[config.mk]
export PLATFORM = sky130hd
export DESIGN_NAME = geofence_xprod_sched
export DESIGN_NICKNAME = d
export VERILOG_FILES = /design/src/rtl/geofence_xprod_sched.sv
export SDC_FILE = /design/constraint.sdc
export NUM_CORES = 1
export LEC_CHECK = 0
export BUFFER_PORTS_ARGS = -buffer_cell sky130_fd_sc_hd__buf_2
export CAP_MARGIN = 10
export CELL_PAD_IN_SITES_DETAIL_PLACEMENT = 0
export CELL_PAD_IN_SITES_GLOBAL_PLACEMENT = 1
export CORE_MARGIN = 2
export CORE_UTILIZATION = 30
export CTS_BUF_LIST = sky130_fd_sc_hd__clkbuf_8 sky130_fd_sc_hd__clkbuf_16
export DETAILED_ROUTE_END_ITERATION = 16
export PLACE_DENSITY = 0.6
export RECOVER_POWER = 100
export SLEW_MARGIN = 20
export SYNTH_ARGS = -nofsm -noshare
export SYNTH_HDL_FRONTEND = slang
export SYNTH_SLANG_ARGS = --single-unit
[constraint.sdc]
create_clock -name clk -period 14.7 [get_ports clk]
set_clock_uncertainty 0.2 [all_clocks]
set_input_delay 3.675 -clock clk [delete_from_list [all_inputs] [get_ports clk]]
set_output_delay 3.675 -clock clk [all_outputs]
set_load 0.005 [all_outputs]
[src/rtl/geofence_xprod_sched.sv]
// Geofence sequencer: loads a test point and six receivers, sorts them CCW,
// then runs the point-in-polygon edge test through a shared cross-product unit.
module geofence_xprod_sched #(
    parameter int CW         = 10,
    parameter bit EARLY_EXIT = 1'b1
) (
    input  logic          clk,
    input  logic          reset,
    input  logic [CW-1:0] X,
    input  logic [CW-1:0] Y,
    output logic          busy,
    output logic          xp_req,
    output logic [2*CW-1:0] xp_o,
    output logic [2*CW-1:0] xp_a,
    output logic [2*CW-1:0] xp_b,
    input  logic          xp_done,
    input  logic          xp_neg,
    input  logic          xp_zero,
    output logic          valid,
    output logic          is_inside
);

    typedef enum logic [1:0] {LOAD, SORT, TEST, DONE} state_t;

    state_t        state;
    logic [2:0]    cnt;
    logic [2:0]    j;
    logic [2:0]    k;
    logic [1:0]    pass;
    logic          adv;
    logic          res_neg;
    logic          res_zero;
    logic          all_pass;
    logic [CW-1:0] tx;
    logic [CW-1:0] ty;
    logic [CW-1:0] px [6];
    logic [CW-1:0] py [6];

    logic [2:0] j1;
    logic [2:0] k1;
    logic [2:0] j_last;
    logic       edge_fail;

    assign j1        = j + 3'd1;
    assign k1        = (k == 3'd5) ? 3'd0 : k + 3'd1;
    assign j_last    = 3'd4 - {1'b0, pass};
    assign edge_fail = res_neg | res_zero;

    // Operands are pure functions of the loop indices, which only move in ADV.
    always_comb begin
        xp_o = '0;
        xp_a = '0;
        xp_b = '0;
        unique case (1'b1)
            (state == SORT): begin
                xp_o = {px[0], py[0]};
                xp_a = {px[j], py[j]};
                xp_b = {px[j1], py[j1]};
            end
            (state == TEST): begin
                xp_o = {px[k], py[k]};
                xp_a = {px[k1], py[k1]};
                xp_b = {tx, ty};
            end
            default: ;
        endcase
    end

    always_ff @(posedge clk or posedge reset) begin
        if (reset) begin
            state     <= LOAD;
            cnt       <= '0;
            j         <= 3'd1;
            k         <= '0;
            pass      <= '0;
            adv       <= 1'b0;
            res_neg   <= 1'b0;
            res_zero  <= 1'b0;
            all_pass  <= 1'b1;
            tx        <= '0;
            ty        <= '0;
            busy      <= 1'b0;
            xp_req    <= 1'b0;
            valid     <= 1'b0;
            is_inside <= 1'b0;
            for (int i = 0; i < 6; i++) begin
                px[i] <= '0;
                py[i] <= '0;
            end
        end else begin
            valid     <= 1'b0;
            is_inside <= 1'b0;
            case (state)
                LOAD: begin
                    if (cnt == 3'd0) begin
                        tx <= X;
                        ty <= Y;
                    end else begin
                        px[cnt - 3'd1] <= X;
                        py[cnt - 3'd1] <= Y;
                    end
                    if (cnt == 3'd6) begin
                        cnt    <= '0;
                        state  <= SORT;
                        busy   <= 1'b1;
                        xp_req <= 1'b1;
                        adv    <= 1'b0;
                        pass   <= '0;
                        j      <= 3'd1;
                    end else begin
                        cnt <= cnt + 3'd1;
                    end
                end
                SORT: begin
                    if (!adv) begin
                        if (xp_done) begin
                            res_neg <= xp_neg;
                            xp_req  <= 1'b0;
                            adv     <= 1'b1;
                        end
                    end else begin
                        adv    <= 1'b0;
                        xp_req <= 1'b1;
                        if (res_neg) begin
                            px[j]  <= px[j1];
                            px[j1] <= px[j];
                            py[j]  <= py[j1];
                            py[j1] <= py[j];
                        end
                        if (j == j_last) begin
                            j <= 3'd1;
                            if (pass == 2'd3) begin
                                state    <= TEST;
                                k        <= '0;
                                all_pass <= 1'b1;
                            end else begin
                                pass <= pass + 2'd1;
                            end
                        end else begin
                            j <= j1;
                        end
                    end
                end
                TEST: begin
                    if (!adv) begin
                        if (xp_done) begin
                            res_neg  <= xp_neg;
                            res_zero <= xp_zero;
                            xp_req   <= 1'b0;
                            adv      <= 1'b1;
                        end
                    end else begin
                        adv <= 1'b0;
                        if (edge_fail)
                            all_pass <= 1'b0;
                        if ((edge_fail && EARLY_EXIT) || k == 3'd5) begin
                            state     <= DONE;
                            valid     <= 1'b1;
                            is_inside <= all_pass & ~edge_fail;
                        end else begin
                            k      <= k + 3'd1;
                            xp_req <= 1'b1;
                        end
                    end
                end
                DONE: begin
                    state <= LOAD;
                    busy  <= 1'b0;
                end
                default: state <= LOAD;
            endcase
        end
    end

endmodule

[After elaboration in Yosys (flattened, before gate mapping)]
Index checks and enable logic that the tools add are counted.
Word-level totals
  register bits: 161
  input port bits: 25
  output and inout bits: 64
  word-level logic and storage cells: 187
Operators by class
  add/sub/neg operators: 6
  $lt $le $gt $ge: 8
  equality and inequality tests: 19
  multiplexer cells: 94
  bitwise logic cells: 9
  reduce and logical (&&, ||, !) cells: 24
Operators with widths (number)
  bitwise mux 60 bit: 6
  two-way mux 60 bit: 6
  binary-select mux 10 bit (select 3 bit): 8
  case mux 60 bit (2 select lines): 2
  two-way mux 10 bit: 19
  case mux 20 bit (2 select lines): 3
  demux 10 bit (select 3 bit): 3
  two-way mux 3 bit: 10
  >= comparator 4 bit (second input constant): 5
  two-way mux 2 bit: 10
  NOT 3 -> 4 bit: 5
  two-way mux 1 bit: 19
  AND reduction 6 bit: 3
  != test 2 bit (second input constant): 8
  < comparator 4 x 1 -> 1 bit (second input constant): 3
  case mux 3 bit (2 select lines): 2
  AND reduction 3 bit: 4
  adder 3 x 1 -> 3 bit (second input constant): 3
  case mux 2 bit (4 select lines): 1
  nonzero test 2 bit: 4
  equality test 2 bit (second input constant): 3
  equality test 3 bit (second input constant): 2
  != test 2 x 1 -> 1 bit (second input constant): 3
  case mux 1 bit (2 select lines): 3
  other kinds (20): 25

[Longest topological paths before layout]
  depth after elaboration: 10
  mapped depth: 11
  depth with buffers taken out: 7

[Worst setup path after synthesis]
No wires, ideal clock.
  kind: reg-to-output
  start point: register k[1]
  end point: output xp_a[12]
  data arrival time: 2.366 ns
  data required time: 10.825 ns
  setup slack: 8.459 ns
  stages on the path, launching flop included: 11
  path buffers: 3
  cell sequence: dfrtp_1 -> buf_2 -> inv_1 -> ha_1 -> clkbuf_1 -> clkbuf_1 -> mux2_2 -> o22ai_1 -> a211oi_1 -> a21oi_1 -> o22ai_1
On the way
  cells in the longest elaborated chain, start to end: 7
  elaborated cells on any way between the ends: 8
  those cells by class: 1 x add/sub; 1 x eq/ne; 5 x mux; 1 x bitwise
RTL lines
  start, declared: RTL line 28  | logic [2:0] k;
  start signal, assigned: RTL line 161  | k <= k + 3'd1;
  adder 3 x 1 -> 3 bit / equality test 3 bit (equally long branches): RTL line 45  | assign k1 = (k == 3'd5) ? 3'd0 : k + 3'd1;
  two-way mux 3 bit (*): RTL line 45
  NOT 3 -> 4 bit (not written as such) (*): RTL line 62  | xp_a = {px[k1], py[k1]};
  binary-select mux 10 bit (select 3 bit) (*): RTL line 62
  two-way mux 10 bit (not written as such) (*) (2 in a row): RTL line 62
  case mux 20 bit (2 select lines) (*): RTL line 54  | unique case (1'b1)
  end, declared: RTL line 14  | output logic [2*CW-1:0] xp_a,
Mark *: on every way between the ends. The rest lies on a longest branch, timed or not. The select of a mux whose other input is x is not followed.

[Worst setup path in the final report]
  start point: register j[0]
  end point: output xp_b[14]
On the way
  cells in the longest elaborated chain, start to end: 6
RTL lines
  start, declared: RTL line 27  | logic [2:0] j;
  start signal, assigned: RTL line 140  | j <= j1;
  adder 3 x 1 -> 3 bit: RTL line 44  | assign j1 = j + 3'd1;
  NOT 3 -> 4 bit (not written as such): RTL line 58  | xp_b = {px[j1], py[j1]};
  binary-select mux 10 bit (select 3 bit): RTL line 58
  two-way mux 10 bit (not written as such) (2 in a row): RTL line 58
  case mux 20 bit (2 select lines): RTL line 54
  end, declared: RTL line 15  | output logic [2*CW-1:0] xp_b,
Every way passes these cells. The select of a mux whose other input is x is not followed.

==> results.json <==
{
  "status": "finished with violations",
  "violations": "max-capacitance violations, max-slew violations",
  "setup-tns-final_ns": 0,
  "routedWlPerCell_um": 28.95,
  "vias": 13630,
  "grt_max_degree": 76,
  "die_x_um": 214.3,
  "hold_viol": 0,
  "grt_use_met1": 0.3580,
  "clk_path_buf_depth": 2,
  "fin_area_sq_um": 14760,
  "internal-power_uw": 2082,
  "coreArea_sq_um": 43930,
  "tightest_slew_ns": 3.895,
  "power_uw": 4518,
  "slew_violations": 321,
  "grt_pass1_vias": 13430,
  "overflow": 0,
  "critPathMaxFanout": 65,
  "ys_ff_latch": 161,
  "met3_usage": 0.05291,
  "ios": 89,
  "place_area_sq_um": 14350,
  "top_usage_layer": "met2",
  "postRouteWirelength_mm": 62.71,
  "synth_edf_count": 0,
  "numPortBuffers": 88,
  "cts-root-buf": "clkbuf_16",
  "instances_no_fill": 2166,
  "cts_tree": "done",
  "post_cts_buffers": 0,
  "cts.clk_slew.worst_paths_ns": 0.07,
  "layout_min_cycle_time_ns": 11.60,
  "power_leakage_uw": 0.005711,
  "reg2reg_slack_ns": 6.02,
  "grt_use_met2": 0.4145,
  "hold_ws_ns": 0.2890,
  "fin_crit_sh": 0.7889,
  "syn_avg_cell_area_sq_um": 8.640,
  "power_frac_seq": 0.228,
  "drt_first_pass_iters": 6,
  "cp.arrival_ns": 7.72,
  "ant_nets": 0,
  "max_freq_mhz": 86.23,
  "antenna_found_initial": 0,
  "combPwrFrac": 0.664,
  "synth_cell_types": 79,
  "setup_viol": 0,
  "n_fill_cell": 4697,
  "switching_share": 0.5392,
  "grt_pass1_wl_mm": 92.45,
  "required_ns": 10.82,
  "ir_drop_mv": 0.09682,
  "hold_path.class": "reg -> reg",
  "hold_buffers": 0,
  "grt.total_usage": 0.2697,
  "rows": 77,
  "syn_nets": 1574,
  "vias_per_cell": 6.294,
  "clkPwrFrac": 0.108,
  "diodes": 0,
  "clock-sinks": 161,
  "start_kind": "flip-flop",
  "cts_resized": 0,
  "clock_latency_ns": 0.47,
  "synth_flop_cell": "dfrtp_1",
  "async_flop_share": 1.000,
  "synth_area_sq_um": 13260,
  "area_growth_pct": 11.29,
  "drive_gt1_frac": 0.1525,
  "hpwl_mm": 40.54,
  "p_sw_uw": 2436,
  "syn_inst": 1535,
  "numCtsBuffers": 17,
  "seq_area_frac_synth": 0.3040,
  "htree_levels": 4,
  "worstSetupEndpointType": "output port",
  "place_congestion": 0.8896,
  "critPathKind": "reg -> out",
  "initial_utilization": 0.3019,
  "drv_cap": 9,
  "die_y_um": 214.3,
  "placed_cells": 2134,
  "final_nets": 1600,
  "synth_warnings": 0,
  "drc": 0,
  "slew_headroom": -1.597,
  "die-area_sq_um": 45910,
  "drt_iter0_drc": 1451,
  "rsz0062_at_grt": "false",
  "p_per_area_nw_per_um2": 306.1
}
[Yosys cell counts (all sizes together), types with 4 or more instances]
cell type / n / share of area
mux2i: 91 / 0.069
clkbuf: 62 / 0.018
a211oi: 17 / 0.010
mux4: 21 / 0.036
o21bai: 5 / 0.0028
nand4b: 4 / 0.0026
a22oi: 39 / 0.022
nand2b: 16 / 0.0075
o221ai: 4 / 0.0026
mux2: 83 / 0.070
a221oi: 19 / 0.016
and3: 4 / 0.0019
o211a: 7 / 0.0053
nor2b: 25 / 0.012
nor4b: 4 / 0.0026
dfrtp: 159 / 0.30
xor2: 5 / 0.0033
nor3: 42 / 0.019
a222oi: 4 / 0.0030
o221a: 8 / 0.0068
o21a: 49 / 0.028
o211ai: 51 / 0.029
a31oi: 19 / 0.0090
nor2: 163 / 0.047
o22a: 31 / 0.020
a41oi: 4 / 0.0026
a22o: 6 / 0.0040
a2111oi: 5 / 0.0038
o21ai: 71 / 0.027
a21oi: 111 / 0.042
o22ai: 53 / 0.025
nand3: 19 / 0.0075
inv: 43 / 0.012
a2bb2oi: 12 / 0.0079
and2: 9 / 0.0042
buf: 66 / 0.024
o32a: 15 / 0.011
nand2: 120 / 0.034
ha: 14 / 0.013
[per-layer routing]
layer | vias to the layer above | share of wire
met5 | - | 0
met4 | 0 | 0.050
met3 | 174 | 0.077
met2 | 701 | 0.45
met1 | 6860 | 0.43
li1 | 5898 | -
[critical path: stages, from the launching register on]
cell and delay [ns]:
dfstp_1 2.64, ha_1 0.76, xor2_1 1.20, clkbuf_1 0.60
nor2_1 0.47, buf_4 0.33, a221oi_1 0.83, a2bb2oi_1 0.20
nor2_1 0.06, clkbuf_1 0.13
[flip-flops by register name (all words and copies together) (netlist names)]
name / count
py: 60
res_neg: 1
state: 2
all_pass: 1
xp_req: 1
px: 60
valid: 1
cnt: 3
busy: 1
tx: 10
pass: 2
ty: 10
k: 3
j: 3
is_inside: 1
adv: 1
res_zero: 1
[cell families after synthesis]
family | synth area share
AOI/OAI and AO/OA | 0.2993
xor gates and xnor gates | 0.004623
adders and majority gates | 0.01321
buffers and inverters | 0.05396
DFF | 0.3040
muxes | 0.1748
and+or+nand+nor | 0.1501
[layout by cell type (no fill, tap or decap), types with 8 or more instances in the layout]
cell | synthesis | layout
ha_1 | 14 | 12
o211ai_1 | 51 | 51
a31oi_1 | 19 | 19
buf_4 | 2 | 34
nor2_1 | 161 | 163
nand2_1 | 120 | 119
mux4_2 | 21 | 21
nand3_1 | 18 | 18
dfrtp_1 | 159 | 156
a22oi_1 | 39 | 39
o32a_1 | 15 | 15
and2_0 | 0 | 8
a221oi_1 | 11 | 18
inv_1 | 43 | 45
mux2i_1 | 91 | 91
a211oi_1 | 16 | 17
o22ai_1 | 53 | 53
o22a_1 | 31 | 31
o221a_2 | 8 | 8
nand2b_1 | 16 | 16
clkbuf_16 | 0 | 17
a21oi_1 | 111 | 110
clkbuf_2 | 0 | 11
nor3_1 | 35 | 33
mux2_2 | 81 | 79
o21a_1 | 49 | 49
nor2b_1 | 25 | 25
a2bb2oi_1 | 12 | 12
clkbuf_1 | 62 | 59
buf_2 | 53 | 30
o21ai_0 | 69 | 70
[power by group through the flow]
stage                     combinational [uW]  sequential, uW  clock (uW)
after floorplan                         2060             862           0
after global placement                  2980            1020           0
after detailed placement                3000            1020           0
after CTS                               3010            1010         495
after global routing                    3210            1060         514
final                                   3000            1030         489
[through the flow]
step | setup slack [ns] | utilization
2_1_floorplan | 6.480 | -
3_3_place_gp | 6.582 | 0.3267
4_1_cts | 5.927 | 0.3407
5_1_grt | 2.887 | 0.3360
6_report | 3.103 | 0.3360
3_5_place_dp | 6.464 | 0.3267
[layout make-up]
class	count	area, sq um	area share
clock buffer	22	494.2	0.03348
clock inverter	10	120.1	0.008138
inverter	43	162.7	0.01102
multi-input combinational	1203	8519	0.5772
sequential	161	4038	0.2735
tap	592	740.7	0.05018
timing repair buffer	135	685.7	0.04645
[path summary, 6_finish.rpt]
check	from	endpoint	cells after the start
max	j[0]$_DFFE_PP1P_	xp_b[14]	9
min	tx[7]$_DFFE_PP0P_	tx[7]$_DFFE_PP0P_	2
max reg2reg	j[0]$_DFFE_PP1P_	py[12]$_DFFE_PP0P_	8
min reg2reg	tx[7]$_DFFE_PP0P_	tx[7]$_DFFE_PP0P_	2
max in group asynchronous	reset	px[11]$_DFFE_PP0P_	3
min in group asynchronous	reset	ty[7]$_DFFE_PP0P_	2
(Power assumes the default switching activity.)
